===== src/rtl/id_ex_stage.sv =====
// ID/EX pipeline register with operand forwarding and load-use hazard detection.
//
// Each cycle the decoded instruction in ID is captured into the EX stage. The
// registered rs/rt operands are patched combinationally with results still in
// flight in EX/MEM and MEM/WB, so the ALU always sees the newest value.
// A load in EX whose destination is read by the instruction in ID raises
// o_stall_id for one cycle; a bubble is loaded and the load moves on.
//
// Ports
//   clk, rst_n                 clock, asynchronous active-low reset
//   i_hold                     freeze all state (downstream stall)
//   i_change_pc                branch redirect from EX; flush this stage
//   i_id_*                     decoded instruction fields from ID
//   i_exm_* / i_mwb_*          write-back candidates from EX/MEM and MEM/WB
//   o_stall_id                 hold PC and IF/ID (load-use), combinational
//   o_valid, o_data_rs/_rt,    EX-stage instruction presented to the ALU
//   o_imm, o_funct, o_alu_src,
//   o_pc, o_rd, o_reg_write,
//   o_mem_read, o_mem_write
module id_ex_stage #(
    parameter int DWIDTH    = 32,
    parameter int IMM_WIDTH = 16,
    parameter int PC_WIDTH  = 32,
    parameter int AWIDTH    = 5
) (
    input  logic                 clk,
    input  logic                 rst_n,
    input  logic                 i_hold,
    input  logic                 i_change_pc,
    input  logic                 i_id_valid,
    input  logic [AWIDTH-1:0]    i_id_rs,
    input  logic [AWIDTH-1:0]    i_id_rt,
    input  logic [AWIDTH-1:0]    i_id_rd,
    input  logic                 i_id_uses_rt,
    input  logic [DWIDTH-1:0]    i_id_data_rs,
    input  logic [DWIDTH-1:0]    i_id_data_rt,
    input  logic [IMM_WIDTH-1:0] i_id_imm,
    input  logic [4:0]           i_id_funct,
    input  logic                 i_id_alu_src,
    input  logic [PC_WIDTH-1:0]  i_id_pc,
    input  logic                 i_id_reg_write,
    input  logic                 i_id_mem_read,
    input  logic                 i_id_mem_write,
    input  logic                 i_exm_reg_write,
    input  logic [AWIDTH-1:0]    i_exm_rd,
    input  logic [DWIDTH-1:0]    i_exm_value,
    input  logic                 i_mwb_reg_write,
    input  logic [AWIDTH-1:0]    i_mwb_rd,
    input  logic [DWIDTH-1:0]    i_mwb_value,
    output logic                 o_stall_id,
    output logic                 o_valid,
    output logic [DWIDTH-1:0]    o_data_rs,
    output logic [DWIDTH-1:0]    o_data_rt,
    output logic [IMM_WIDTH-1:0] o_imm,
    output logic [4:0]           o_funct,
    output logic                 o_alu_src,
    output logic [PC_WIDTH-1:0]  o_pc,
    output logic [AWIDTH-1:0]    o_rd,
    output logic                 o_reg_write,
    output logic                 o_mem_read,
    output logic                 o_mem_write
);

    logic                 valid_q;
    logic [AWIDTH-1:0]    rs_q;
    logic [AWIDTH-1:0]    rt_q;
    logic [AWIDTH-1:0]    rd_q;
    logic [DWIDTH-1:0]    data_rs_q;
    logic [DWIDTH-1:0]    data_rt_q;
    logic [IMM_WIDTH-1:0] imm_q;
    logic [4:0]           funct_q;
    logic                 alu_src_q;
    logic [PC_WIDTH-1:0]  pc_q;
    logic                 reg_write_q;
    logic                 mem_read_q;
    logic                 mem_write_q;

    logic                 load_use;
    logic                 bubble;

    // Load in EX feeding the instruction in ID. A redirect kills the ID
    // instruction anyway, so the stall is suppressed and the flush proceeds.
    always_comb begin
        load_use = valid_q & mem_read_q & (rd_q != '0) & i_id_valid
                   & ((i_id_rs == rd_q) | (i_id_uses_rt & (i_id_rt == rd_q)));
        o_stall_id = load_use & ~i_change_pc;
        bubble     = i_change_pc | o_stall_id;
    end

    always_ff @(posedge clk or negedge rst_n) begin
        if (!rst_n) begin
            valid_q     <= 1'b0;
            rs_q        <= '0;
            rt_q        <= '0;
            rd_q        <= '0;
            data_rs_q   <= '0;
            data_rt_q   <= '0;
            imm_q       <= '0;
            funct_q     <= '0;
            alu_src_q   <= 1'b0;
            pc_q        <= '0;
            reg_write_q <= 1'b0;
            mem_read_q  <= 1'b0;
            mem_write_q <= 1'b0;
        end else if (!i_hold) begin
            if (bubble) begin
                // funct 0 is add, so a bubble can never trigger a redirect
                valid_q     <= 1'b0;
                rs_q        <= '0;
                rt_q        <= '0;
                rd_q        <= '0;
                data_rs_q   <= '0;
                data_rt_q   <= '0;
                imm_q       <= '0;
                funct_q     <= '0;
                alu_src_q   <= 1'b0;
                pc_q        <= '0;
                reg_write_q <= 1'b0;
                mem_read_q  <= 1'b0;
                mem_write_q <= 1'b0;
            end else begin
                valid_q     <= i_id_valid;
                rs_q        <= i_id_rs;
                rt_q        <= i_id_rt;
                rd_q        <= i_id_rd;
                data_rs_q   <= i_id_data_rs;
                data_rt_q   <= i_id_data_rt;
                imm_q       <= i_id_imm;
                funct_q     <= i_id_funct;
                alu_src_q   <= i_id_alu_src;
                pc_q        <= i_id_pc;
                reg_write_q <= i_id_valid & i_id_reg_write;
                mem_read_q  <= i_id_valid & i_id_mem_read;
                mem_write_q <= i_id_valid & i_id_mem_write;
            end
        end
    end

    // EX/MEM holds the younger result, so it takes priority over MEM/WB.
    // Register 0 is hard-wired and never forwarded.
    always_comb begin
        o_data_rs = data_rs_q;
        if (i_exm_reg_write && (i_exm_rd != '0) && (i_exm_rd == rs_q))
            o_data_rs = i_exm_value;
        else if (i_mwb_reg_write && (i_mwb_rd != '0) && (i_mwb_rd == rs_q))
            o_data_rs = i_mwb_value;

        o_data_rt = data_rt_q;
        if (i_exm_reg_write && (i_exm_rd != '0) && (i_exm_rd == rt_q))
            o_data_rt = i_exm_value;
        else if (i_mwb_reg_write && (i_mwb_rd != '0) && (i_mwb_rd == rt_q))
            o_data_rt = i_mwb_value;
    end

    assign o_valid     = valid_q;
    assign o_imm       = imm_q;
    assign o_funct     = funct_q;
    assign o_alu_src   = alu_src_q;
    assign o_pc        = pc_q;
    assign o_rd        = rd_q;
    assign o_reg_write = valid_q & reg_write_q;
    assign o_mem_read  = valid_q & mem_read_q;
    assign o_mem_write = valid_q & mem_write_q;

endmodule


===== config.mk =====
export PLATFORM = sky130hd
export DESIGN_NAME = id_ex_stage
export DESIGN_NICKNAME = d
export VERILOG_FILES = /design/src/rtl/id_ex_stage.sv
export SDC_FILE = /design/constraint.sdc
export NUM_CORES = 1
export LEC_CHECK = 0
export ABC_AREA = 1
export BUFFER_PORTS_ARGS = -buffer_cell sky130_fd_sc_hd__buf_4
export CORE_ASPECT_RATIO = 0.7
export CORE_MARGIN = 3
export CORE_UTILIZATION = 33
export DETAILED_ROUTE_END_ITERATION = 10
export HOLD_SLACK_MARGIN = 0.1
export REMOVE_ABC_BUFFERS = 1
export SLEW_MARGIN = 40
export SYNTH_ARGS = -nofsm -noshare
export SYNTH_HDL_FRONTEND = slang
export SYNTH_SLANG_ARGS = --single-unit

===== constraint.sdc =====
create_clock -name clk -period 2.4 [get_ports clk]
set_input_delay 0 -clock clk [delete_from_list [all_inputs] [get_ports clk]]
set_output_delay 0 -clock clk [all_outputs]
set_load 0.05 [all_outputs]

======== Yosys cells after proc, flatten, opt, wreduce, memory -nomap -nowiden ========
Cells that the tools add are included.
word-level totals
  input port bits ......................... 218
  bits in latches ......................... 0
  register bits after elaboration ......... 137
  memories kept ........................... 0
  logic and storage cells ................. 59
  bits in read-only memories .............. 0
  bits in writable memories ............... 0
cells by class
  $mul .................................... 0
  bitwise logic cells ..................... 14
  multiplexer cells ....................... 17
  shifts and indexed selects .............. 0
  $add $sub $neg .......................... 0
  $lt $le $gt $ge ......................... 0
  eq/ne operators ......................... 6
  divide/modulo/power cells ............... 0
  reductions and logical operators ........ 9
operators by type and width
  cell                 number
  $mux W32             7
  $eq A5 B5 Y1         6
  $mux W5              4
  $mux W16             1
  $reduce_bool A5 Y1   3
  $and A1 B1 Y1        11
  $logic_and A1 B1 Y1  6
  $mux W1              5
  $or A1 B1 Y1         2
  $not A1 Y1           1

======== Logic depth before layout (Yosys ltp) ========
  word-level depth ........................ 7
  gate-level depth with buffers ........... 11
  gate-level depth less buffers ........... 9

======== Worst setup path after synthesis ========
Ideal clock, no wire load.
  path type ............................... register -> output
  start point ............................. reg valid_q (netlist: o_valid)
  end point ............................... out o_stall_id
  required time ........................... 2.400 ns
  arrival ................................. 2.044 ns
  path slack .............................. 0.356 ns
  cell stages (with the launch flop) ...... 7
  path through ............................ dfrtp_1 -> nand2_1 -> inv_1 -> nand3_1 -> inv_1 -> nand2_4 -> nor2_1
on the way
  word-level cells in the longest chain between the ends .. 5
ends and longest elaborated chain
  what                         RTL line  RTL
  start, declared              64        logic valid_q;
  start signal, assigned       122       valid_q <= i_id_valid;
  $and A1 B1 Y1                --
  net o_mem_read               60        output logic o_mem_read,
  $and A1 B1 Y1 (2 in series)  84        load_use = valid_q & mem_read_q & (rd_q != '0) & i_id_valid
  $and A1 B1 Y1                85        & ((i_id_rs == rd_q) | (i_id_uses_rt & (i_id_rt == rd_q)));
  $and A1 B1 Y1                86        o_stall_id = load_use & ~i_change_pc;
  end, declared                50        output logic o_stall_id,
The timed path passes the listed nets, and every way through them passes these cells.

======== Worst setup path after layout ========
  start point ............................. reg rs_q[0]
  end point ............................... out o_data_rs[30]
on the way
  word-level cells in the longest chain between the ends .. 4
ends and longest elaborated chain
  what                    RTL line  RTL
  start, declared         65        logic [AWIDTH-1:0] rs_q;
  start signal, assigned  123       rs_q <= i_id_rs;
  $eq A5 B5 Y1            145       else if (i_mwb_reg_write && (i_mwb_rd != '0) && (i_mwb_rd == rs_q))
  $logic_and A1 B1 Y1     145
  $mux W32                145
  $mux W32 (*)            143       if (i_exm_reg_write && (i_exm_rd != '0) && (i_exm_rd == rs_q))
  end, declared           52        output logic [DWIDTH-1:0] o_data_rs,
Mark *: on every way between the ends. The rest lies on a longest branch, timed or not.

==> impl_metrics.tcl <==
set metrics [dict create \
    clock_sinks 137 \
    min_period_ps 2250 \
    port_buffers 345 \
    cts_made_buffers 17 \
    path_clk_slew_ps 70 \
    grt_pass1_wl_microns 49200 \
    setup_viol 0 \
    root_buffer "clkbuf_16" \
    power_density_mw_per_mm2 582 \
    power.leakage_nw 7.09 \
    drv_cap 0 \
    maxSlewViolCount 0 \
    grt_usage_pct 23.1 \
    clock_skew_ps 14.4 \
    setup_ws_ps 151 \
    fin_nets 1848 \
    synth_cell_types 19 \
    h-tree-depth 4 \
    peakVddDrop_v 0.000443 \
    worstPathArrival_ps 2250 \
    cts_buffer_depth 2 \
    die_y_microns 138 \
    period_share_pct 93.7 \
    die_w_microns 194 \
    wl_per_cell_microns 16.1 \
    fp.coreArea_sq_mm 0.0240 \
    reg2reg_setup_slack_ps 200 \
    routed_wl_microns 31600 \
    die-area_sq_mm 0.0267 \
    ys_ff_latch 137 \
    synth_cells 1154 \
    cts_tree "built" \
    hold_violations 0 \
    gp_congestion 0.851 \
    cp-startpoint "rs_q[0]" \
    fillers 2245 \
    setup_tns_ps 0 \
    post_cts_buffers 0 \
    antenna_found_initial 2 \
    avgSynthCellArea_sq_um 7.07 \
    layout_common_cells "nand2_1 (501), buf_4 (356), dlygate4sd3_1 (159)" \
    syn2layout_area_growth_pct 62.6 \
    yosysWarningCount 0 \
    min_path_type "in2async" \
    tightest_slew_ps 710 \
    total_power_mw 7.72 \
    critPathCaptureType "primary output" \
    synth_area_sq_mm 0.00816 \
    layout_commonest_cell "nand2_1" \
    io_pins 346 \
    whs_ps 111 \
    cp-start-kind "register" \
    clock_latency_ps 410 \
    grt_max_degree 62 \
    hpwl_microns 21200 \
    place_ws_ps 482 \
    worstPathMaxFanout 26 \
    initial_core_util_pct 34.0 \
    drtIter0Drc 423 \
    max_clock_freq_ghz 0.445 \
    rows 47 \
    grt_pass1_vias 9106 \
    ant_nets 0 \
    crit_type "reg2out" \
    layout-drive-gt1-share_pct 29.8 \
    gr-total-overflow 0 \
    vias 9059 \
    cp.required_ps 2400 \
    via_per_inst 4.61 \
    finish.utilization_pct 55.3 \
    post-route-drc-count 0 \
    ys_seq_area_share_pct 42.0 \
    status "completed" \
    first_pass_iters 4 \
    relSlewSlack_pct 52.7 \
    rsz0062_at_grt "no" \
    reg2reg_from "o_rd[0]" \
]
per-stage QoR:
| stage | instance area, sq um | std cells |
|---|---|---|
| 2_1_floorplan | 7720 | 1081 |
| 3_3_place_gp | 11000 | 1768 |
| 3_5_place_dp | 11000 | 1768 |
| 4_1_cts | 13200 | 1959 |
| 5_1_grt | 13300 | 1963 |
| 6_report | 13300 | 1963 |
routing by layer:
layer	vias to the layer above	share of wire, %	global-route usage (%)	wire, microns
met3	24	7.0	5.40	2220
li1	4538	-	-	-
met1	4177	46	31.4	14500
met5	-	0	0	0
met2	320	46	37.8	14500
met4	0	1.3	5.14	399
final timing paths:
check,endpoint,cells past startpoint
worst min register to register,data_rt_q[4],2
worst max register to register,data_rs_q[17],11
worst min-delay path,rs_q[1],2
worst max-delay path,o_data_rs[30],9
min in group clk,data_rs_q[20],4
max in group asynchronous,o_pc[20],3
where the power goes:
part	internal (mW)	switching (mW)	leakage, nW	total [mW]
clock network	1.56	1.09	0.288	2.65
logic	0.933	1.53	5.02	2.46
registers	2.49	0.116	1.78	2.60
total	4.98	2.74	7.09	7.72
critical path: stages, from the launching register on:
cell and delay (ps):
dfrtp_1 420, xnor2_1 160, nand2_1 80, nor3_1 270
nand2_2 150, inv_4 160, buf_12 210, nand2_1 70
nand2_1 100, buf_4 200
cell type report:
cell class | instances | area, sq um | area share, %
well taps | 318 | 398 | 3.00
clock inverters | 14 | 159 | 1.20
inverters | 121 | 462 | 3.48
diodes | 2 | 5.00 | 0.0377
clock buffers | 18 | 429 | 3.23
repair buffers | 528 | 4480 | 33.8
flip-flops and latches | 137 | 3430 | 25.8
multi-input cells | 825 | 3910 | 29.4
Yosys cell counts:
cell type,instances,area (sq um)
buf_12,8,160
buf_2,31,155
clkbuf_1,34,128
dfrtp_1,137,3430
inv_1,115,432
inv_2,6,22.5
nand2_1,505,1900
nand2_2,1,6.26
nand2_4,2,22.5
nand3_1,133,666
nand4_1,5,31.3
nor2_1,15,56.3
nor2_2,4,25.0
nor3_1,2,10.0
o21ai_0,63,315
o21ai_1,2,10.0
o21ai_2,70,613
xnor2_1,11,96.3
xor2_1,10,87.6
flip-flops by register name (all words and copies together), names as in the netlist:
| signal | flops |
|---|---|
| mem_write_q | 1 |
| mem_read_q | 1 |
| data_rt_q | 32 |
| rt_q | 5 |
| o_alu_src | 1 |
| o_rd | 5 |
| o_imm | 16 |
| o_funct | 5 |
| o_valid | 1 |
| rs_q | 5 |
| reg_write_q | 1 |
| o_pc | 32 |
| data_rs_q | 32 |
kinds of logic (layout without fill, tap and decap cells):
family / after synthesis / in the layout / synth area share, %
flops: 137 / 137 / 42.0
other cells: 0 / 2 / 0
simple gates: 667 / 669 / 33.2
buf+inv: 194 / 681 / 11.0
compound gates: 135 / 135 / 11.5
xor+xnor: 21 / 21 / 2.25
timing repair:
item,in CTS,in global routing
hold buffers,159,0
gates resized for setup,0,9
endpoints found under the setup margin,0,73
endpoints found under the hold margin,274,0
(Power assumes the default switching activity.)
